==> src/rtl/mccp_mem_arbiter_if.sv <==
// ---------------------------------------------------------------------------
// mccp_mem_arbiter_if
//   Bundles the core-array side and the single-port RAM side of the shared
//   data-memory arbiter.
//
//   Core side    : core_en, request, wren_core, address_in_cores,
//                  data_in_cores (flattened, core i at [i*WIDTH +: WIDTH]),
//                  response (one-cycle done pulse), data_out_cores.
//   Memory side  : address, data_write, wren, data_read.
//   Status       : busy.
//
//   Modports
//     slave  : the arbiter's view (consumes requests, drives the RAM port).
//     master : the environment's view (core array plus RAM).
// ---------------------------------------------------------------------------
interface mccp_mem_arbiter_if #(
  parameter int WIDTH    = 32,
  parameter int CORE_NUM = 4
);
  logic [CORE_NUM-1:0]       core_en;
  logic [CORE_NUM-1:0]       request;
  logic [CORE_NUM-1:0]       wren_core;
  logic [CORE_NUM*WIDTH-1:0] address_in_cores;
  logic [CORE_NUM*WIDTH-1:0] data_in_cores;
  logic [CORE_NUM-1:0]       response;
  logic [CORE_NUM*WIDTH-1:0] data_out_cores;
  logic [WIDTH-1:0]          address;
  logic [WIDTH-1:0]          data_write;
  logic                      wren;
  logic [WIDTH-1:0]          data_read;
  logic                      busy;

  modport slave (
    input  core_en, request, wren_core, address_in_cores, data_in_cores,
           data_read,
    output response, data_out_cores, address, data_write, wren, busy
  );

  modport master (
    output core_en, request, wren_core, address_in_cores, data_in_cores,
           data_read,
    input  response, data_out_cores, address, data_write, wren, busy
  );
endinterface

==> src/rtl/mccp_mem_arbiter.sv <==
// ---------------------------------------------------------------------------
// mccp_mem_arbiter
//   Grants one of CORE_NUM cores access to the shared single-port data RAM,
//   one access at a time, through a request/response handshake. All outputs
//   are registered.
//
//   Ports
//     clk     : single clock, all logic on posedge.
//     reset   : synchronous, active-high.
//     io_bus  : mccp_mem_arbiter_if.slave (core array + RAM port + busy).
//
//   Parameters
//     WIDTH    : data and address width.
//     CORE_NUM : number of requesting cores (>= 2).
//     IDX_W    : grant index width.
//     READ_LAT : cycles from address issue to valid data_read (>= 1).
//
//   Build option
//     ARB_FIXED_PRIORITY_EN : when defined, the lowest-index eligible core
//     always wins (core 0 can starve the others). Undefined (default):
//     round-robin starting after the last granted core.
//
//   Timing, request first seen in IDLE at cycle T:
//     ISSUE at T+1, write response at T+2, read response at T+2+READ_LAT.
// ---------------------------------------------------------------------------
module mccp_mem_arbiter #(
  parameter int WIDTH    = 32,
  parameter int CORE_NUM = 4,
  parameter int IDX_W    = $clog2(CORE_NUM),
  parameter int READ_LAT = 1
) (
  input  logic                 clk,
  input  logic                 reset,
  mccp_mem_arbiter_if.slave    io_bus
);

  localparam int CNT_W = (READ_LAT > 1) ? $clog2(READ_LAT) : 1;

  typedef enum logic [1:0] {
    ST_IDLE,
    ST_ISSUE,
    ST_WAIT,
    ST_RESP
  } state_t;

  state_t                    r_state;
  state_t                    w_state_next;
  logic [IDX_W-1:0]          r_grant;
  logic [CNT_W-1:0]          r_cnt;
  logic [CORE_NUM-1:0]       r_response;
  logic [CORE_NUM*WIDTH-1:0] r_data_out;
  logic [WIDTH-1:0]          r_address;
  logic [WIDTH-1:0]          r_data_write;
  logic                      r_wren;
  logic                      r_busy;

  logic [CORE_NUM-1:0]       w_elig;
  logic [IDX_W-1:0]          w_win;
  logic                      w_found;

`ifndef ARB_FIXED_PRIORITY_EN
  logic [IDX_W-1:0]          r_last_grant;
  logic [IDX_W-1:0]          w_idx;
`endif

  // Winner selection; only consulted in IDLE.
  // NOTE: every variable assigned in an always_comb gets a default first so
  // no path leaves it unassigned, which would otherwise infer a latch.
  always_comb begin
    w_elig  = io_bus.request & io_bus.core_en;
    w_found = 1'b0;
    w_win   = '0;
`ifdef ARB_FIXED_PRIORITY_EN
    // Descending scan so the lowest set index is the last one written.
    for (int k = CORE_NUM - 1; k >= 0; k--) begin
      if (w_elig[k]) begin
        w_win   = IDX_W'(k);
        w_found = 1'b1;
      end
    end
`else
    w_idx = '0;
    // Search upward from the core after the last grant, wrapping.
    for (int k = 0; k < CORE_NUM; k++) begin
      w_idx = IDX_W'((int'(r_last_grant) + 1 + k) % CORE_NUM);
      if (!w_found && w_elig[w_idx]) begin
        w_win   = w_idx;
        w_found = 1'b1;
      end
    end
`endif
  end

  always_comb begin
    w_state_next = r_state;
    case (r_state)
      ST_IDLE:  if (w_found) w_state_next = ST_ISSUE;
      ST_ISSUE: w_state_next = r_wren ? ST_RESP : ST_WAIT;
      ST_WAIT:  if (r_cnt == '0) w_state_next = ST_RESP;
      ST_RESP:  w_state_next = ST_IDLE;
      default:  w_state_next = ST_IDLE;
    endcase
  end

  // NOTE: sequential state uses non-blocking assignments so every register
  // samples pre-edge values regardless of block evaluation order.
  always_ff @(posedge clk) begin
    if (reset) r_state <= ST_IDLE;
    else       r_state <= w_state_next;
  end

  // NOTE: r_data_out is a bank of per-core result registers, not a RAM, so
  // clearing it on reset is cheap and gives cores a defined initial value.
  always_ff @(posedge clk) begin
    if (reset) begin
      r_grant      <= '0;
      r_cnt        <= '0;
      r_response   <= '0;
      r_data_out   <= '0;
      r_address    <= '0;
      r_data_write <= '0;
      r_wren       <= 1'b0;
      r_busy       <= 1'b0;
`ifndef ARB_FIXED_PRIORITY_EN
      r_last_grant <= IDX_W'(CORE_NUM - 1);
`endif
    end else begin
      // Pulses default low; address/data_write hold between accesses.
      r_response <= '0;
      r_wren     <= 1'b0;
      r_busy     <= (w_state_next != ST_IDLE);
      case (r_state)
        ST_IDLE: begin
          // The RAM-port registers double as the latched request, so later
          // changes on the core inputs cannot disturb the access.
          if (w_found) begin
            r_grant      <= w_win;
            r_address    <= io_bus.address_in_cores[w_win*WIDTH +: WIDTH];
            r_data_write <= io_bus.data_in_cores[w_win*WIDTH +: WIDTH];
            r_wren       <= io_bus.wren_core[w_win];
          end
        end
        ST_ISSUE: begin
`ifndef ARB_FIXED_PRIORITY_EN
          r_last_grant <= r_grant;
`endif
          r_cnt <= CNT_W'(READ_LAT - 1);
          if (r_wren) r_response[r_grant] <= 1'b1;
        end
        ST_WAIT: begin
          if (r_cnt == '0) begin
            r_data_out[r_grant*WIDTH +: WIDTH] <= io_bus.data_read;
            r_response[r_grant]                <= 1'b1;
          end else begin
            r_cnt <= r_cnt - 1'b1;
          end
        end
        default: ;
      endcase
    end
  end

  assign io_bus.response       = r_response;
  assign io_bus.data_out_cores = r_data_out;
  assign io_bus.address        = r_address;
  assign io_bus.data_write     = r_data_write;
  assign io_bus.wren           = r_wren;
  assign io_bus.busy           = r_busy;

endmodule

==> src/flat_wrapper.sv <==
// flat-port wrapper written by rule: the top's interface ports become plain ports
module mccp_mem_arbiter_flat 
#(
  parameter int WIDTH    = 32,
  parameter int CORE_NUM = 4,
  parameter int IDX_W    = $clog2(CORE_NUM),
  parameter int READ_LAT = 1
)
  (clk, reset, io_bus_core_en, io_bus_request, io_bus_wren_core, io_bus_address_in_cores, io_bus_data_in_cores, io_bus_data_read, io_bus_response, io_bus_data_out_cores, io_bus_address, io_bus_data_write, io_bus_wren, io_bus_busy);
  mccp_mem_arbiter_if #(.WIDTH(WIDTH), .CORE_NUM(CORE_NUM)) io_bus_i ();
  input  logic clk;
  input  logic reset;
  input wire logic [$bits(io_bus_i.core_en)-1:0] io_bus_core_en;
  input wire logic [$bits(io_bus_i.request)-1:0] io_bus_request;
  input wire logic [$bits(io_bus_i.wren_core)-1:0] io_bus_wren_core;
  input wire logic [$bits(io_bus_i.address_in_cores)-1:0] io_bus_address_in_cores;
  input wire logic [$bits(io_bus_i.data_in_cores)-1:0] io_bus_data_in_cores;
  input wire logic [$bits(io_bus_i.data_read)-1:0] io_bus_data_read;
  output wire logic [$bits(io_bus_i.response)-1:0] io_bus_response;
  output wire logic [$bits(io_bus_i.data_out_cores)-1:0] io_bus_data_out_cores;
  output wire logic [$bits(io_bus_i.address)-1:0] io_bus_address;
  output wire logic [$bits(io_bus_i.data_write)-1:0] io_bus_data_write;
  output wire logic [$bits(io_bus_i.wren)-1:0] io_bus_wren;
  output wire logic [$bits(io_bus_i.busy)-1:0] io_bus_busy;
  assign io_bus_i.core_en = io_bus_core_en;
  assign io_bus_i.request = io_bus_request;
  assign io_bus_i.wren_core = io_bus_wren_core;
  assign io_bus_i.address_in_cores = io_bus_address_in_cores;
  assign io_bus_i.data_in_cores = io_bus_data_in_cores;
  assign io_bus_i.data_read = io_bus_data_read;
  assign io_bus_response = io_bus_i.response;
  assign io_bus_data_out_cores = io_bus_i.data_out_cores;
  assign io_bus_address = io_bus_i.address;
  assign io_bus_data_write = io_bus_i.data_write;
  assign io_bus_wren = io_bus_i.wren;
  assign io_bus_busy = io_bus_i.busy;
  mccp_mem_arbiter #(.WIDTH(WIDTH), .CORE_NUM(CORE_NUM), .IDX_W(IDX_W), .READ_LAT(READ_LAT)) u_core (.clk(clk), .reset(reset), .io_bus(io_bus_i));
endmodule
==> config.mk <==
export PLATFORM = sky130hd
export DESIGN_NAME = mccp_mem_arbiter_flat
export DESIGN_NICKNAME = d
export VERILOG_FILES = /design/src/rtl/mccp_mem_arbiter_if.sv /design/src/rtl/mccp_mem_arbiter.sv /design/src/flat_wrapper.sv
export SDC_FILE = /design/constraint.sdc
export NUM_CORES = 1
export LEC_CHECK = 0
export BUFFER_PORTS_ARGS = -buffer_cell sky130_fd_sc_hd__buf_4
export CAP_MARGIN = 25
export CORE_AREA = 4 4 193 195
export CTS_CLUSTER_DIAMETER = 50
export DETAILED_ROUTE_END_ITERATION = 8
export DIE_AREA = 0 0 197 199
export HOLD_SLACK_MARGIN = 0.12
export RECOVER_POWER = 25
export SLEW_MARGIN = 30
export SYNTH_ARGS = -nofsm -noshare
export SYNTH_HDL_FRONTEND = slang
export SYNTH_SLANG_ARGS = --single-unit
==> constraint.sdc <==
create_clock -name clk -period 4.19 [get_ports clk]
set_input_delay 0.419 -clock clk [delete_from_list [all_inputs] [get_ports clk]]
set_output_delay 0.419 -clock clk [all_outputs]
set_load 0.02 [all_outputs]
==> run metrics <==
path category of the worst min-delay check=input port to flip-flop; number of global-route vias before repair=9858; number of distinct library cell variants in the gate-level netlist after synthesis=32; worst ir drop on vdd=0.000265 V; nature of the critical path endpoint=flip-flop; setup repair after global routing missed its margin=false; violation count after the first detailed-route iteration=579; Vias/cell=~5.1; area share of the largest cell type after synthesis=44.5%; end of the worst register-to-register path=u_core.io_bus.data_out_cores[73]; post-route core utilization=about two fifths; average size of a mapped cell=8.91 sq um; Clock Sinks=204; Die X-Extent=197 um; Final nets=1777; final hold slack=164 ps; Die Span Y=around 200 um; I/O pin count=500; transition time at the pin with the least slew margin=969 ps; signal arrival time at the worst endpoint=roughly 3200 ps; largest net degree at the start of global routing=between 100 and 150; initial core utilization=25.9%; GPL Wtd Cong=about 0.84; fraction of registers with async set/reset=0%; synthesized instance count=1029; CTS tree=yes; root buffer selected by CTS=clkbuf_16; biggest area contributors in the synthesized netlist=dfxtp_1 (45%), a22oi_1 (11%), o211ai_1 (11%); insertion delay to the later sink of the worst-skew pair=520 ps; net count of the mapped netlist=1342; detailed-routing iteration count for the pre-antenna-repair pass=4; cell type contributing the most total cell area after synthesis=dfxtp_1; Slew Viols, Final=0; fraction of power spent switching nets=37.0%; reg-to-reg startpoint=u_core.r_grant[0]; total vias in the final route=9927; Achievable Freq=362 MHz; Cell Count Post-Placement=1895; leakage power total=5.31 nW; share of final-layout standard cells stronger than drive strength 1=32.5%; post-layout total power=7.06 mW; Register-to-Register Setup Slack=1430 ps; wire length of the first global-routing pass=58400 um; Primary FF master, synth=dfxtp_1; Gates resized, CTS repair=0; port buffer count=499; Data required, critical path=4640 ps; total power density per cell area=between 500 and 600 nW/um^2; clock tree skew after final layout=11.2 ps; share of power burned in registers=34.7%; final routed DRC violation total=0; antenna violations before repair=3; final critical-path required period=between 2000 and 3000 ps; combined global-route utilization of all metal layers=18.6%; internal cell power=between 4 and 5 mW; area inside the core boundary=~35000 sq um; deepest clock path buffer count=3; total die area=39200 sq um; Max-slew headroom=35.1%; total of flip-flops plus latches after synthesis=204; number of enable-type register cells in the synthesized netlist=0; area growth from synthesis to final layout=49.8%; number of maximum-capacitance violations=0; clock network fraction of total power=30.8%; Row Count=~70; depth of the CTS H-tree=1; run status=complete, no violations; maximum fanout count along the critical path=17; routed wirelength normalized by instance count=~20 um; Yosys warning total=0; switching power=2.61 mW; Num CTS Buffers=27; clock transition at the registers of the reported paths=60 ps; critical path start-end classification=flip-flop to flip-flop; final instance count without filler cells=1946; # setup viols final=0; hold buffers post-CTS=0; termination of the worst setup path=u_core.io_bus.data_out_cores[73]; worst hold path startpoint=io_bus_data_read[26]; Setup Buffers After CTS=0; depth of the worst register-to-register path=6; Fin Setup TNS=0 ps; total standard cell area after synthesis=roughly 9200 sq um; Final Hold Violating Endpoints=0; fin crit share=65.9%; Post-DP HPWL=28900 um; post-detailed-route count of antenna-violating nets=0; grt total ovfl=0; Critical Path Start=u_core.r_grant[0]; startpoint kind of the worst setup timing path=flip-flop; drt total wl=between 30000 and 40000 um; proportion of synthesized chip area in sequential cells=44.5%; proportion of power drawn by combinational gates=between 30% and 40%
metal layers:
metal,GRT usage [%],vias to the layer above,share of wire [%]
met2,30.5,442,47
met1,22.8,4635,39
met3,6.22,67,10
met5,0,-,0
li1,-,4783,-
met4,6.47,0,3.2
flip-flops by register name, indices dropped and copies added, names as in the netlist:
| register | flops |
|---|---|
| u_core.r_last_grant | 2 |
| u_core.io_bus.address | 32 |
| u_core.io_bus.busy | 1 |
| u_core.io_bus.data_out_cores | 128 |
| u_core.io_bus.response | 4 |
| u_core.io_bus.wren | 1 |
| u_core.io_bus.data_write | 32 |
| u_core.r_state | 2 |
| u_core.r_grant | 2 |
layout by cell type, fill, tap and decap left out, types with 4 or more instances in the layout:
master	n
clkbuf_16	27
dfxtp_1	204
o2111ai_1	65
nand2_1	77
a22oi_1	129
o211ai_1	129
inv_6	4
inv_1	7
or3_1	129
clkbuf_1	100
buf_4	419
and2_1	6
nor2_1	130
clkinvlp_4	5
ha_1	11
synthesized netlist by cell type, drive strengths merged, types with 2 or more instances:
| master | n |
|---|---|
| dfxtp | 204 |
| nor2 | 133 |
| a22oi | 129 |
| o211ai | 129 |
| or3 | 129 |
| clkbuf | 81 |
| nand2 | 77 |
| o2111ai | 65 |
| buf | 33 |
| ha | 11 |
| inv | 7 |
| and2 | 6 |
| nor2b | 3 |
| nor4b | 3 |
| o221a | 3 |
| a21oi | 2 |
| a31oi | 2 |
| mux2i | 2 |
metrics by stage:
step	area, sq um	worst slack, ps
floorplan	9170	2280
global placement	13200	1430
detailed placement	13200	1410
CTS	14100	1420
global route	13700	1260
finish	13700	1430
layout make-up:
cell class                 count  area (sq um)
antenna                        3          7.51
clock buffer                  33           718
clock inverter                14           126
fill                        3715         21700
inverter                       7          26.3
multi-input combinational    704          4590
sequential                   204          4080
tap                          461           577
timing repair buffer         520          3600
cells by family (layout without fill, tap and decap cells):
family | Yosys count | count (layout) | share of synthesized area [%]
AND/OR/NAND/NOR | 355 | 355 | 18.8
AO/OA/AOI/OAI | 336 | 336 | 28.5
flip-flops | 204 | 204 | 44.5
buffers and inverters | 121 | 574 | 6.35
adder cells (fa/ha/maj) | 11 | 11 | 1.50
multiplexers | 2 | 2 | 0.218
other | 0 | 3 | 0
power by group through the flow:
stage          sequential, mW  combinational, mW  clock (mW)
5_1_grt                  2.49               2.64        2.33
4_1_cts                  2.46               2.54        2.25
3_5_place_dp             2.49               2.53           0
6_report                 2.45               2.44        2.18
2_1_floorplan            2.81               1.05           0
3_3_place_gp             2.48               2.52           0
worst min-delay path by stage:
stage | endpoint | cells after the start
final | u_core.io_bus.data_out_cores[122] | 3
after global placement | u_core.io_bus.address[17] | 2
after CTS | u_core.io_bus.data_out_cores[122] | 3
after floorplan | u_core.r_last_grant[0] | 2
after global routing | u_core.io_bus.data_out_cores[26] | 3
after detailed placement | u_core.io_bus.data_write[13] | 2
worst max-delay path, cell delays in order (launching register included):
cell and delay (ps):
dfxtp_1 570, inv_1 250, ha_1 450, nor4b_4 830, buf_4 380, a22oi_1 110, nor2_1 100
(Power assumes the default switching activity.)
